--- config.mk ---
export PLATFORM = sky130hd
export DESIGN_NAME = touch_tap_gen
export DESIGN_NICKNAME = d
export VERILOG_FILES = /design/src/rtl/touch_pkg.sv /design/src/rtl/touch_tap_gen_phase_timer.sv /design/src/rtl/touch_tap_gen.sv
export SDC_FILE = /design/constraint.sdc
export NUM_CORES = 1
export LEC_CHECK = 0
export ABC_AREA = 1
export CAP_MARGIN = 0
export CELL_PAD_IN_SITES_DETAIL_PLACEMENT = 1
export CELL_PAD_IN_SITES_GLOBAL_PLACEMENT = 1
export CORE_MARGIN = 2
export CORE_UTILIZATION = 45
export DETAILED_ROUTE_END_ITERATION = 7
export DONT_BUFFER_PORTS = 1
export PLACE_DENSITY = 0.8
export SYNTH_ARGS = -nofsm -noshare
export SYNTH_HDL_FRONTEND = slang
export SYNTH_SLANG_ARGS = --single-unit
--- constraint.sdc ---
create_clock -name sys_clk -period 2.15 [get_ports sys_clk]
set_clock_uncertainty 0.1 [all_clocks]
set_input_delay 0.3225 -clock sys_clk [delete_from_list [all_inputs] [get_ports sys_clk]]
set_output_delay 0.3225 -clock sys_clk [all_outputs]
set_load 0.02 [all_outputs]
--- src/rtl/touch_pkg.sv ---
// rtl/touch_pkg.sv - shared constants for the touch-key pin protocol
//
// Purpose: FSM state encodings, the idle pin level and the default tap timing.
// The receiver side imports the same KEY_IDLE level, so both ends agree on polarity.
// Ports: none (package).

package touch_pkg;

    typedef logic [1:0] tap_state_t;

    localparam tap_state_t ST_IDLE  = 2'd0;
    localparam tap_state_t ST_PRESS = 2'd1;
    localparam tap_state_t ST_GAP   = 2'd2;

    // Pin is released high; a press pulls it low.
    localparam logic KEY_IDLE = 1'b1;

    // 10 ms phases at a 50 MHz system clock.
    localparam int DEF_PRESS_CYC = 500_000;
    localparam int DEF_GAP_CYC   = 500_000;

endpackage

--- src/rtl/touch_tap_gen_phase_timer.sv ---
// rtl/touch_tap_gen_phase_timer.sv - loadable down-counter timing one PRESS/GAP phase
//
// Purpose: loaded with PHASE_CYC-1 at the start of a phase, it counts down
// while enabled and stops at zero. tc_o flags the last cycle of the phase.
// Ports:
//   clk_i       in   1      clock
//   rst_ni      in   1      asynchronous active-low reset
//   load_i      in   1      load load_val_i (takes priority over en_i)
//   load_val_i  in   CNT_W  value to load
//   en_i        in   1      count down by one when not already zero
//   tc_o        out  1      counter is at zero (terminal count)

module phase_timer #(
    parameter int CNT_W = 20
) (
    input  logic             clk_i,
    input  logic             rst_ni,
    input  logic             load_i,
    input  logic [CNT_W-1:0] load_val_i,
    input  logic             en_i,
    output logic             tc_o
);

    logic [CNT_W-1:0] cnt_q;
    logic [CNT_W-1:0] cnt_d;

    // Holds at zero rather than wrapping, so a stalled FSM never sees a
    // spurious second terminal count.
    always_comb begin
        cnt_d = cnt_q;
        if (load_i) begin
            cnt_d = load_val_i;
        end else if (en_i && (cnt_q != '0)) begin
            cnt_d = cnt_q - 1'b1;
        end
    end

    always_ff @(posedge clk_i or negedge rst_ni) begin
        if (!rst_ni) begin
            cnt_q <= '0;
        end else begin
            cnt_q <= cnt_d;
        end
    end

    assign tc_o = (cnt_q == '0);

endmodule

--- src/rtl/touch_tap_gen.sv ---
// rtl/touch_tap_gen.sv - emits N active-low taps on a touch-key pin per start command
//
// Purpose: an accepted start produces tap_num pulses, each PRESS_CYC cycles low
// followed by GAP_CYC cycles high, then a one-cycle done pulse.
// Ports:
//   sys_clk    in   1      system clock
//   sys_rst_n  in   1      asynchronous active-low reset
//   start      in   1      command strobe, only looked at while busy==0
//   tap_num    in   TAP_W  number of taps, latched with an accepted start
//   abort      in   1      cancel current command, return to idle without done
//   key_out    out  1      tap waveform, idle high, registered
//   busy       out  1      command in progress, registered
//   done       out  1      one-cycle pulse on normal completion, registered

module touch_tap_gen
    import touch_pkg::*;
#(
    parameter int PRESS_CYC = DEF_PRESS_CYC,
    parameter int GAP_CYC   = DEF_GAP_CYC,
    parameter int CNT_W     = 20,
    parameter int TAP_W     = 4
) (
    input  logic             sys_clk,
    input  logic             sys_rst_n,
    input  logic             start,
    input  logic [TAP_W-1:0] tap_num,
    input  logic             abort,
    output logic             key_out,
    output logic             busy,
    output logic             done
);

    localparam logic [CNT_W-1:0] PRESS_LD = CNT_W'(PRESS_CYC - 1);
    localparam logic [CNT_W-1:0] GAP_LD   = CNT_W'(GAP_CYC - 1);

    tap_state_t       state_q;
    tap_state_t       state_d;
    logic [TAP_W-1:0] tap_q;
    logic [TAP_W-1:0] tap_d;
    logic             key_out_q;
    logic             key_out_d;
    logic             busy_q;
    logic             busy_d;
    logic             done_q;
    logic             done_d;

    logic             tmr_load;
    logic [CNT_W-1:0] tmr_load_val;
    logic             tmr_en;
    logic             tmr_tc;

    logic             accept;
    logic             gap_end;
    logic             last_tap;

    phase_timer #(
        .CNT_W (CNT_W)
    ) u_phase_timer (
        .clk_i      (sys_clk),
        .rst_ni     (sys_rst_n),
        .load_i     (tmr_load),
        .load_val_i (tmr_load_val),
        .en_i       (tmr_en),
        .tc_o       (tmr_tc)
    );

    // A zero-tap command is dropped entirely; abort in the same cycle also drops it.
    assign accept   = (state_q == ST_IDLE) && start && (tap_num != '0) && !abort;
    assign gap_end  = (state_q == ST_GAP) && tmr_tc;
    assign last_tap = (tap_q <= TAP_W'(1));

    // State register, together with the registered outputs derived from next state.
    always_ff @(posedge sys_clk or negedge sys_rst_n) begin
        if (!sys_rst_n) begin
            state_q   <= ST_IDLE;
            tap_q     <= '0;
            key_out_q <= KEY_IDLE;
            busy_q    <= 1'b0;
            done_q    <= 1'b0;
        end else begin
            state_q   <= state_d;
            tap_q     <= tap_d;
            key_out_q <= key_out_d;
            busy_q    <= busy_d;
            done_q    <= done_d;
        end
    end

    // Next-state, tap counter and phase timer control.
    always_comb begin
        state_d      = state_q;
        tap_d        = tap_q;
        tmr_load     = 1'b0;
        tmr_load_val = '0;
        tmr_en       = 1'b0;

        if (abort) begin
            state_d  = ST_IDLE;
            tap_d    = '0;
            tmr_load = 1'b1;
        end else begin
            case (state_q)
                ST_IDLE: begin
                    if (accept) begin
                        state_d      = ST_PRESS;
                        tap_d        = tap_num;
                        tmr_load     = 1'b1;
                        tmr_load_val = PRESS_LD;
                    end
                end
                ST_PRESS: begin
                    tmr_en = 1'b1;
                    if (tmr_tc) begin
                        state_d      = ST_GAP;
                        tmr_load     = 1'b1;
                        tmr_load_val = GAP_LD;
                    end
                end
                ST_GAP: begin
                    tmr_en = 1'b1;
                    if (tmr_tc) begin
                        // Tap count only moves here, and stops at zero.
                        if (last_tap) begin
                            state_d = ST_IDLE;
                            tap_d   = '0;
                        end else begin
                            state_d      = ST_PRESS;
                            tap_d        = tap_q - 1'b1;
                            tmr_load     = 1'b1;
                            tmr_load_val = PRESS_LD;
                        end
                    end
                end
                default: begin
                    state_d = ST_IDLE;
                    tap_d   = '0;
                end
            endcase
        end
    end

    // Outputs are computed from the next state so that the registered pin
    // changes in the same cycle the FSM enters a phase.
    always_comb begin
        key_out_d = (state_d == ST_PRESS) ? ~KEY_IDLE : KEY_IDLE;
        busy_d    = (state_d != ST_IDLE);
        done_d    = gap_end && last_tap && !abort;
    end

    assign key_out = key_out_q;
    assign busy    = busy_q;
    assign done    = done_q;

endmodule

Yosys cells after proc, flatten, opt, wreduce, memory -nomap -nowiden
Index checks and enable logic that the tools add are counted.
{"block": "op_classes", "add_sub_neg": 2, "n_lt_le_gt_ge": 1, "eq_ne": 6, "mux": 28, "reduce_logical": 16}
{"cell": "19-bit 2-to-1 mux", "n": 4}
{"cell": "20-bit 2-to-1 mux", "n": 3}
{"cell": "19-bit one-hot mux with 3 select lines", "n": 1}
{"cell": "20-bit logical NOT", "n": 1}
{"cell": "20-bit nonzero test", "n": 1}
{"cell": "20-bit by 1-bit subtractor with 20-bit output (second input constant)", "n": 1}
{"cell": "4-bit 2-to-1 mux", "n": 4}
{"cell": "4-bit one-hot mux with 3 select lines", "n": 1}
{"cell": "1-bit 2-to-1 mux", "n": 9}
{"cell": "2-bit 2-to-1 mux", "n": 4}
{"cell": "1-bit logical AND", "n": 7}
{"cell": "3-bit != test (second input constant)", "n": 2}
{"cell": "2-bit one-hot mux with 3 select lines", "n": 1}
{"cell": "2-bit by 1-bit == test with 1-bit output (second input constant)", "n": 2}
{"cell": "4-bit by 1-bit <= comparator with 1-bit output (second input constant)", "n": 1}
{"cell": "2-bit nonzero test", "n": 2}
{"cell": "4-bit nonzero test", "n": 1}
{"cell": "4-bit by 1-bit subtractor with 4-bit output (second input constant)", "n": 1}
{"cell": "1-bit one-hot mux with 3 select lines", "n": 1}
{"cell": "3-bit AND reduction", "n": 1}
{"cell": "2-bit == test (second input constant)", "n": 1}
{"cell": "2-bit logical NOT", "n": 1}
{"cell": "2-bit != test (second input constant)", "n": 1}
{"cell": "2-bit OR reduction", "n": 1}
{"cell": "1-bit logical NOT", "n": 1}
{"block": "word_totals", "inputBits": 8, "output_inout_bits": 3, "register_bits": 29, "word_cells": 59}

Logic depth before layout (Yosys ltp)
Gate-level depths: netlist (run 1).
{"block": "depth", "depth_word": 9, "depth_mapped": 13, "mapped_depth_nobuf": 13}

Cells and area by module
From an unflattened synthesis (run 1), not the netlist that was laid out.
{"block": "unflattened", "hier_cells": 327, "hier_area_um2": 2306.0}
{"module": "phase_timer", "cells_each": 228, "n_inst": 1, "area_each_um2": 1601.5, "seq_area_each_um2": 500.5}
{"module": "touch_tap_gen", "cells_each": 99, "n_inst": 1, "area_each_um2": 704.4, "seq_area_each_um2": 226.5}

Worst setup path after synthesis (run 1)
Ideal clock, no wire load.
{"block": "synth_path", "kind": "register to register", "start": "register tap_q[0]", "end": "register u_phase_timer.cnt_q[0]", "t_required_ns": 1.976, "stages_incl_launch_ff": 13, "synth_period_minus_slack_ns": 1.685, "setup_ns": 0.074, "setup_slack_ns": 0.465, "path_buffers": 1, "arrival_time_ns": 1.511, "path_cell_list": "dfrtp_1 > inv_1 > ha_1 > o21ai_2 > nand2_2 > nand2_1 > nand3_2 > nand2_2 > nand2_4 > nand3_4 > buf_8 > nand2_2 > o21ai_2"}
{"block": "synth_between", "elab_chain_len": 6, "elab_cells_between_ends": 11, "classes_between": "order compare: 1; mux: 9; reduce/logical: 1"}
{"element": "start: declaration", "line_no": "touch_tap_gen.sv:38", "rtl": "logic [TAP_W-1:0] tap_q;"}
{"element": "start signal: assignment", "line_no": "touch_tap_gen.sv:82", "rtl": "tap_q <= tap_d;"}
{"element": "4-bit by 1-bit <= comparator with 1-bit output *", "line_no": "touch_tap_gen.sv:70", "rtl": "assign last_tap = (tap_q <= TAP_W'(1));"}
{"element": "19-bit 2-to-1 mux / 1-bit 2-to-1 mux (equally long branches)", "line_no": "touch_tap_gen.sv:123", "rtl": "if (last_tap) begin"}
{"element": "19-bit 2-to-1 mux / 1-bit 2-to-1 mux (equally long branches)", "line_no": "touch_tap_gen.sv:121", "rtl": "if (tmr_tc) begin"}
{"element": "19-bit one-hot mux with 3 select lines / 1-bit one-hot mux with 3 select lines (equally long branches)", "line_no": "touch_tap_gen.sv:102", "rtl": "case (state_q)"}
{"element": "20-bit 2-to-1 mux / 1-bit 2-to-1 mux (equally long branches)", "line_no": "touch_tap_gen.sv:97", "rtl": "if (abort) begin"}
{"element": "20-bit 2-to-1 mux / 2-bit nonzero test (equally long branches)"}
{"element": "end signal: assignment", "line_no": "touch_tap_gen_phase_timer.sv:42", "rtl": "cnt_q <= cnt_d;"}
{"element": "end: declaration", "line_no": "touch_tap_gen_phase_timer.sv:24", "rtl": "logic [CNT_W-1:0] cnt_q;"}
Mark *: on every way between the ends. The rest lies on a longest branch, timed or not.
A chain may end at the register's enable or synchronous reset.

Worst setup path in the final report (run 1)
Ends and elaborated chain as after synthesis.

==> flow_summary.json, run 1 <==
{
  "timing.reg2reg.setup_slack_ps": 190,
  "timing.critical_path.slowest_stage_cell": "dfrtp_2",
  "post-route-period-util": 0.910,
  "area_delta_synth_final_pct": 9.22,
  "cellLeakagePower_nw": 1.13,
  "cap_violations": 0,
  "design_area_mm2": 0.00225,
  "cell_area_after_placement_mm2": 0.00213,
  "num_cts_buffers": 5,
  "tritoncts": "built",
  "critical_path_peak_fanout": 15,
  "setup_ws_ps": 192,
  "grt_pass1_wl_mm": 9.10,
  "syn_area_per_cell_um2": 7.56,
  "critPathTopFamily": "simple AND/OR/NAND/NOR gates",
  "first_pass_iters": 4,
  "maxClockFrequency_mhz": 511,
  "yosysUniqueCellTypes": 30,
  "synth_cells": 273,
  "most-common-layout-cells": "64 x nand2_1, 34 x nor2_1, 33 x inv_1",
  "final_weighted_congestion_in_routability_driven_placement": 0.811,
  "relSlewSlack": 0.766,
  "critical-path-max-stage-delay_ps": 410,
  "fp.coreArea_mm2": 0.00438,
  "worstSetupStartpointType": "register",
  "data_arrival_time_of_the_critical_path_ps": 2070,
  "yosys_warnings": 0,
  "postSynthRegisterBits": 29,
  "layout.filler_cells": 558,
  "run_status": "complete, no violations",
  "ctsHtreeMaxLevel": 2,
  "antenna_cells_inserted": 0,
  "cts.sink_count": 29,
  "design.die.area_mm2": 0.00514,
  "period_needed_ps": 1960,
  "netlist.area_leader.share": 0.340,
  "timing.reg2reg.worst_path_depth": 12,
  "finalSetupTns_ps": 0,
  "setup-violations-final": 0,
  "syn_area_mm2": 0.00206,
  "cts_buffer_depth": 2,
  "detailroute.via_count": 1738,
  "chipWidth_um": 71.7,
  "yosys-top-cells-area": "dfrtp_1 34%, nand2_1 12%, inv_1 6.2%, nor2_1 6.2%, ha_1 4.9%",
  "worst-slew-pin-transition_ps": 351,
  "path_common_cell": "nand2_2",
  "synth_top_cell_by_area": "dfrtp_1",
  "worstReg2RegEnd": "u_phase_timer.cnt_q[0]",
  "reg2reg_from": "tap_q[0]",
  "sequential_area_share_after_synthesis": 0.352,
  "first_iter_violations": 60,
  "finish.net_count": 299,
  "start_util": 0.471,
  "sequence_of_cells_on_the_critical_path": "inv_1 > ha_1 > o21ai_2 > nand2_2 > nand2_1 > nand3_2 > nand2_2 > nand2_4 > nand3_4 > buf_12 > nand2_2 > o21ai_2",
  "die_y_um": 71.7,
  "drt-wirelength-per-cell_um": 15.3,
  "dp_worst_setup_slack_ps": 147,
  "fin_total_pwr_mw": 2.43,
  "clk_latency_ps": 280,
  "rows": 24,
  "overflow": 0,
  "hold_viol_final": 0,
  "grt_util_all_layers": 0.231,
  "place.port_buffers": 0,
  "hold_start": "abort",
  "timing.critical_path.buf_inv": 2,
  "power.density_cell_area_mw_per_mm2": 1080,
  "async_reset_ff_frac": 1.00,
  "hold-path-endpoint": "done",
  "initial_antenna_violation_count": 0,
  "worst_ir_drop_vdd_mv": 0.571,
  "min_delay_path_depth": 1,
  "postRouteWirelength_mm": 5.12,
  "final_layout_size_suffix_gt1_frac": 0.204,
  "post-dp-hpwl_mm": 3.84,
  "io-pin-count": 11,
  "number_of_enable_flip_flop_cells_after_synthesis": 0,
  "synth-main-ff-cell": "dfrtp_1",
  "crit_required_ps": 2260,
  "min_path_type": "in2reg",
  "drtAntennaViolNets": 0,
  "critPathKind": "reg2reg",
  "setup.worst_path.end_class": "register",
  "remaining_drc_errors": 0,
  "fin_worst_hold_slack_ps": 10.2,
  "final_number_of_max_transition_violations": 0,
  "final_common_cell": "nand2_1",
  "vias_per_cell": 5.17,
  "root_buffer": "clkbuf_8",
  "clk_pin_slew_worst_paths_ps": 60,
  "rsz0062_at_grt": "no",
  "grt_max_degree": 30,
  "vias_in_the_first_global_route": 1854,
  "synth.net_count": 289
}
-- state kept, by name, summed over array words and instances, names as in the netlist --
| signal | count |
|---|---|
| key_out | 1 |
| state_q | 2 |
| tap_q | 4 |
| done | 1 |
| u_phase_timer.cnt_q | 20 |
| busy | 1 |
-- area by class of cell --
| class | instances | area [um^2] | area share |
|---|---|---|---|
| tap | 52 | 65.1 | 0.0289 |
| inverter | 37 | 139 | 0.0616 |
| clock buffer | 8 | 90.1 | 0.0400 |
| multi-input combinational | 204 | 1160 | 0.514 |
| timing repair buffer | 6 | 72.6 | 0.0322 |
| sequential | 29 | 728 | 0.323 |
-- power by group --
| part | total (mW) | leakage (nW) | internal [mW] | switching, mW |
|---|---|---|---|---|
| registers | 0.769 | 0.385 | 0.650 | 0.119 |
| logic | 1.19 | 0.701 | 0.417 | 0.775 |
| clock network | 0.466 | 0.0455 | 0.261 | 0.206 |
| total | 2.43 | 1.13 | 1.33 | 1.10 |
-- through the flow --
step,util,std cells
2_1_floorplan,-,273
3_3_place_gp,0.486,326
3_5_place_dp,0.486,326
4_1_cts,0.514,336
5_1_grt,0.514,336
6_report,0.514,336
-- metal layers --
layer | routed length [um] | share of wire | global-route usage | up-vias
li1 | - | - | - | 883
met2 | 2520 | 0.49 | 0.379 | 9
met4 | 65 | 0.013 | 0.0650 | 0
met3 | 79 | 0.015 | 0.0408 | 6
met1 | 2460 | 0.48 | 0.313 | 840
met5 | 0 | 0 | 0 | -
-- worst max path at each step --
| stage | slack [ps] | endpoint | cells after the start | from |
|---|---|---|---|---|
| finish | 190 | u_phase_timer.cnt_q[0] | 12 | tap_q[0] |
| global route | 30 | u_phase_timer.cnt_q[13] | 10 | u_phase_timer.cnt_q[1] |
| CTS | 130 | u_phase_timer.cnt_q[0] | 12 | tap_q[0] |
| detailed placement | 150 | u_phase_timer.cnt_q[0] | 12 | tap_q[0] |
| global placement | 220 | u_phase_timer.cnt_q[11] | 11 | tap_q[0] |
| floorplan | 460 | u_phase_timer.cnt_q[0] | 12 | tap_q[0] |
-- synth_stat cells (2+ instances only) --
cell type  instances
inv_1             34
nand3_1           11
inv_2              2
o22ai_1            4
nor2_2             8
o21ai_2           11
a21oi_1            7
nor2_4             3
dfrtp_1           28
ha_1               8
nand2_1           64
o21ai_0           11
nand2_2           14
nor3_1             2
xor2_1             9
nand3_2            2
xnor2_1            4
nand2_4            2
nand4_1            5
nor2_1            34
-- logic make-up after synthesis --
logic type | after synthesis | synth area share
simple gates | 148 | 0.344
buf+inv | 40 | 0.0861
compound gates | 35 | 0.114
flops | 29 | 0.352
xor+xnor | 13 | 0.0552
fa+ha+maj | 8 | 0.0485
-- timing repair --
| action | CTS | global route |
|---|---|---|
| resized for setup | 0 | 2 |
| setup buffers | 0 | 0 |
| setup endpoints to repair | 0 | 10 |
| endpoints found under the hold margin | 29 | 0 |
| hold buffers | 2 | 0 |
(Power assumes the default switching activity.)
==> run 2, diff against run 1 <==
--- a/config.mk
+++ b/config.mk
@@ -14,6 +14,7 @@
 export DETAILED_ROUTE_END_ITERATION = 7
 export DONT_BUFFER_PORTS = 1
 export PLACE_DENSITY = 0.8
+export SETUP_SLACK_MARGIN = 0.2
 export SYNTH_ARGS = -nofsm -noshare
 export SYNTH_HDL_FRONTEND = slang
 export SYNTH_SLANG_ARGS = --single-unit
==> run 2 against run 1 <==
  * Cell count up 5.1%
  * Sequential share of layout area is 3.6 points lower
  * Total power increased by 12%
  * Die area unchanged
==> flow_summary.json, run 2 (synthesis results as in run 1) <==
{
  "run_status": "complete, no violations",
  "detailroute.via_count": 1858,
  "power.density_cell_area_mw_per_mm2": 1080,
  "tritoncts": "built",
  "setup.worst_path.end_class": "register",
  "layout.area.seq_um2": 727,
  "overflow": 0,
  "finalSetupTns_ps": 0,
  "fp.coreArea_mm2": 0.00438,
  "num_cts_buffers": 5,
  "cap_violations": 0,
  "ctsHtreeMaxLevel": 2,
  "io-pin-count": 11,
  "clk_latency_ps": 280,
  "vias_in_the_first_global_route": 1935,
  "first_pass_iters": 4,
  "cts.sink_count": 29,
  "rows": 24,
  "root_buffer": "clkbuf_8",
  "area_delta_synth_final_pct": 22.6,
  "timing.critical_path.slowest_stage_cell": "dfrtp_1",
  "critical-path-max-stage-delay_ps": 400,
  "critPathKind": "reg2reg",
  "flip_flop_count_of_the_largest_register_after_layout": 20,
  "worstSetupStartpointType": "register",
  "most-common-layout-cells": "63 x nand2_1, 30 x nor2_1, 29 x inv_1",
  "fin_worst_hold_slack_ps": 14.2,
  "rsz0062_at_grt": "yes",
  "post-dp-hpwl_mm": 3.84,
  "hold_viol_final": 0,
  "drtAntennaViolNets": 0,
  "finish.net_count": 316,
  "min_path_type": "in2reg",
  "final_number_of_max_transition_violations": 0,
  "crit_required_ps": 2220,
  "data_arrival_time_of_the_critical_path_ps": 2000,
  "timing.reg2reg.setup_slack_ps": 220,
  "antenna_cells_inserted": 0,
  "die_y_um": 71.7,
  "multi_input_comb_area_mm2": 0.00127,
  "postRouteWirelength_mm": 5.94,
  "design.die.area_mm2": 0.00514,
  "cellLeakagePower_nw": 1.26,
  "clk_pin_slew_worst_paths_ps": 60,
  "critical_path_peak_fanout": 7,
  "relSlewSlack": 0.762,
  "initial_antenna_violation_count": 0,
  "grt_util_all_layers": 0.240,
  "drt-wirelength-per-cell_um": 16.8,
  "biggestRegsByFlops": "u_phase_timer.cnt_q x20, tap_q x4, state_q x2",
  "maxClockFrequency_mhz": 519,
  "grt_pass1_wl_mm": 9.45,
  "cts_buffer_depth": 2,
  "remaining_drc_errors": 0,
  "worst-slew-pin-transition_ps": 357,
  "sequence_of_cells_on_the_critical_path": "inv_2 > ha_4 > nand2_1 > nor2_1 > nand2_1 > nor2_4 > nand3_2 > nand2_4 > nand2_4 > nand3_4 > bufbuf_16 > o21ai_2",
  "setup-violations-final": 0,
  "period_needed_ps": 1930,
  "start_util": 0.471,
  "register_bank_with_the_most_flops": "u_phase_timer.cnt_q",
  "final_weighted_congestion_in_routability_driven_placement": 0.811,
  "chipWidth_um": 71.7,
  "final_common_cell": "nand2_1",
  "worst_ir_drop_vdd_mv": 0.596,
  "final_layout_size_suffix_gt1_frac": 0.296,
  "vias_per_cell": 5.26,
  "post-route-period-util": 0.895,
  "first_iter_violations": 87,
  "grt_max_degree": 30,
  "place.port_buffers": 0,
  "layout.filler_cells": 527
}
run 2: final cells by class:
class                           count  share of cell area
Timing Repair Buffer               23              0.0940
Multi-Input combinational cell    204               0.502
Inverter                           37              0.0549
Sequential cell                    29               0.287
Tap cell                           52              0.0257
Clock buffer                        8              0.0356
run 2: stage by stage:
| step | worst slack, ps | utilization | instances | total power [mW] | cell area, um^2 |
|---|---|---|---|---|---|
| after floorplan | 465 | - | 273 | 1.66 | 2060 |
| after global placement | 222 | 0.486 | 326 | 1.91 | 2130 |
| after detailed placement | 147 | 0.486 | 326 | 1.93 | 2130 |
| after CTS | 211 | 0.534 | 343 | 2.47 | 2340 |
| after global routing | 94.2 | 0.577 | 353 | 2.91 | 2530 |
| final | 225 | 0.577 | 353 | 2.72 | 2530 |
run 2: path summary, 6_finish.rpt:
check	from	endpoint	depth (start not counted)
min in group asynchronous	sys_rst_n	u_phase_timer.cnt_q[4]	2
worst max-delay path	u_phase_timer.cnt_q[0]	u_phase_timer.cnt_q[3]	12
worst max register to register	u_phase_timer.cnt_q[0]	u_phase_timer.cnt_q[3]	12
worst min register to register	tap_q[3]	tap_q[3]	2
max in group asynchronous	sys_rst_n	key_out	2
worst min-delay path	abort	done	1
run 2: power by group:
| part | switching (mW) | internal (mW) |
|---|---|---|
| sequential | 0.152 | 0.649 |
| clock | 0.206 | 0.261 |
| combinational | 0.897 | 0.557 |
run 2: routing by layer:
metal,track usage,vias to the layer above,routed length (um)
met2,0.389,13,3060
li1,-,915,-
met5,0,-,0
met3,0.0408,10,99
met4,0.0755,0,104
met1,0.327,920,2670
run 2: timing repair:
item	in CTS	in global routing
resized for setup	1	29
setup buffers	6	10
hold buffers	2	0
setup endpoints to repair	16	28
endpoints found under the hold margin	29	0
cloned	1	0
pin swaps	2	11
run 2: critical path, delay by kind of cell, from the launching register on:
kind	cells	cell delay (ps)
AND/OR/NAND/NOR	8	700
adder cells (fa/ha/maj)	1	150
buffers and inverters	2	400
flip-flops	1	400
AO/OA/AOI/OAI	1	50
==> run 3, diff against run 2 <==
--- a/config.mk
+++ b/config.mk
@@ -10,10 +10,10 @@
 export CELL_PAD_IN_SITES_DETAIL_PLACEMENT = 1
 export CELL_PAD_IN_SITES_GLOBAL_PLACEMENT = 1
 export CORE_MARGIN = 2
-export CORE_UTILIZATION = 45
+export CORE_UTILIZATION = 40
 export DETAILED_ROUTE_END_ITERATION = 7
 export DONT_BUFFER_PORTS = 1
-export PLACE_DENSITY = 0.8
+export PLACE_DENSITY = 0.73
 export SETUP_SLACK_MARGIN = 0.2
 export SYNTH_ARGS = -nofsm -noshare
 export SYNTH_HDL_FRONTEND = slang
==> run 3 against run 2 <==
  * First-iteration DRC count shrank 55%
  * Worst hold slack gained 66 ps
  * Count of clock-buffer cells in the layout shrank 1
  * Setup slack gained 21 ps
  * Global-route usage shrank 3.8 points
  * Sequential cell count is the same
  * Sequential power shrank 3.9%
  * Die area grew 12%
  * Clock power grew 12%
  * Total power shrank 1.8%
  * Combinational power shrank 5%
  * Critical path depth is the same
  * Largest cell class unchanged
  * Highest routed layer unchanged
==> flow_summary.json, run 3 (synthesis results as in run 1) <==
{
  "biggestRegsByFlops": "u_phase_timer.cnt_q x20, tap_q x4, state_q x2",
  "root_buffer": "clkbuf_8",
  "cts_buffer_depth": 2,
  "period_needed_ps": 1900,
  "finalSetupTns_ps": 0,
  "cap_violations": 0,
  "reg2reg_from": "u_phase_timer.cnt_q[0]",
  "hold_viol_final": 0,
  "relSlewSlack": 0.765,
  "dp_worst_setup_slack_ps": 140,
  "postRouteWirelength_mm": 5.58,
  "setup.worst_path.start": "u_phase_timer.cnt_q[0]",
  "vias_in_the_first_global_route": 1741,
  "clk_pin_slew_worst_paths_ps": 70,
  "power.density_cell_area_mw_per_mm2": 1070,
  "final_number_of_max_transition_violations": 0,
  "path_common_cell": "nand2_4",
  "finish.net_count": 312,
  "data_arrival_time_of_the_critical_path_ps": 1990,
  "grt_pass1_wl_mm": 8.35,
  "global_route.peak_usage_layer": "met2",
  "setup-violations-final": 0,
  "layout.filler_cells": 626,
  "sequence_of_cells_on_the_critical_path": "inv_2 > ha_4 > nand2_2 > nor2_1 > nand2_1 > nor2_4 > nand3_2 > nand2_4 > nand2_4 > nand3_4 > clkbuf_16 > o21ai_2",
  "fp.coreArea_mm2": 0.00504,
  "post-route-period-util": 0.886,
  "cellLeakagePower_nw": 1.22,
  "detailroute.via_count": 1797,
  "drtAntennaViolNets": 0,
  "vias_per_cell": 4.90,
  "rsz0062_at_grt": "yes",
  "overflow": 0,
  "most-common-layout-cells": "61 x nand2_1, 30 x nor2_1, 29 x inv_1",
  "drt-wirelength-per-cell_um": 15.2,
  "chipWidth_um": 75.8,
  "rows": 26,
  "ctsHtreeMaxLevel": 2,
  "hold_start": "abort",
  "io-pin-count": 11,
  "grt_util_all_layers": 0.202,
  "maxClockFrequency_mhz": 525,
  "setup.worst_path.end_class": "register",
  "final_common_cell": "nand2_1",
  "worst_ir_drop_vdd_mv": 0.431,
  "design_area_mm2": 0.00249,
  "grt_util_met3": 0.0450,
  "critical_path_peak_fanout": 8,
  "die_y_um": 75.8,
  "setup_ws_ps": 246,
  "design.die.area_mm2": 0.00575,
  "first_pass_iters": 4,
  "min_path_type": "in2reg",
  "num_cts_buffers": 5,
  "cell_area_after_placement_mm2": 0.00217,
  "timing.critical_path.slowest_stage_cell": "dfrtp_1",
  "timing.reg2reg.setup_slack_ps": 250,
  "fin_worst_hold_slack_ps": 80.6,
  "initial_antenna_violation_count": 0,
  "worst-slew-pin-transition_ps": 351,
  "post-dp-hpwl_mm": 3.91,
  "critical-path-max-stage-delay_ps": 390,
  "clk_latency_ps": 300,
  "remaining_drc_errors": 0,
  "crit_required_ps": 2240,
  "place.port_buffers": 0,
  "run_status": "complete, no violations",
  "flip_flop_count_of_the_largest_register_after_layout": 20,
  "first_iter_violations": 39,
  "final_weighted_congestion_in_routability_driven_placement": 0.819,
  "grt_max_degree": 30,
  "register_bank_with_the_most_flops": "u_phase_timer.cnt_q",
  "met2_usage": 0.330,
  "tritoncts": "built",
  "start_util": 0.409,
  "area_delta_synth_final_pct": 20.9,
  "cts.sink_count": 29,
  "global_route.usage.met1": 0.263,
  "worstSetupStartpointType": "register",
  "antenna_cells_inserted": 0,
  "critPathKind": "reg2reg",
  "final_layout_size_suffix_gt1_frac": 0.296
}
[run 3: worst paths after layout]
kind                                            to  cells after the start
hold reg to reg                           tap_q[3]                      2
max in group asynchronous                  key_out                      2
min in group asynchronous               state_q[1]                      2
hold / removal             u_phase_timer.cnt_q[18]                      3
setup / recovery           u_phase_timer.cnt_q[15]                     12
setup reg to reg           u_phase_timer.cnt_q[15]                     12
[run 3: area by class of cell]
type,instances,area (um^2),area share
sequential,29,728,0.292
timing repair buffer,19,190,0.0763
clock inverter,1,5.00,0.00201
inverter,37,139,0.0557
clock buffer,7,96.3,0.0386
multi-input combinational,204,1250,0.500
tap,70,87.6,0.0351
[run 3: timing repair]
| action | in CTS | in global routing |
|---|---|---|
| endpoints found under the hold margin | 30 | 0 |
| resized for setup | 1 | 26 |
| gates cloned | 0 | 1 |
| setup endpoints to repair | 16 | 28 |
| hold buffers | 3 | 0 |
| buffers inserted | 4 | 5 |
| pin swaps | 0 | 8 |
[run 3: critical path: cells and delay by family (launching register included)]
| family | cells | cell delay (ps) |
|---|---|---|
| buffers and inverters | 2 | 290 |
| adders and majority gates | 1 | 140 |
| AOI/OAI and AO/OA | 1 | 50 |
| DFF | 1 | 390 |
| and+or+nand+nor | 8 | 830 |
[run 3: metrics by stage]
step,total power [mW],std cells,utilization
after floorplan,1.66,273,-
after global placement,1.94,346,0.430
after detailed placement,1.96,346,0.430
after CTS,2.52,361,0.465
after global routing,2.89,367,0.495
final,2.67,367,0.495
[run 3: per-layer routing]
metal | up-vias | part of all wire
met1 | 860 | 0.46
met4 | 0 | 0.013
met2 | 24 | 0.50
met3 | 7 | 0.026
li1 | 906 | -
met5 | - | 0
[run 3: power by group]
| part | total [mW] | internal, mW | switching [mW] |
|---|---|---|---|
| Clock | 0.521 | 0.289 | 0.232 |
| Sequential | 0.771 | 0.651 | 0.120 |
| Combinational | 1.38 | 0.517 | 0.866 |
| Total | 2.67 | 1.46 | 1.22 |
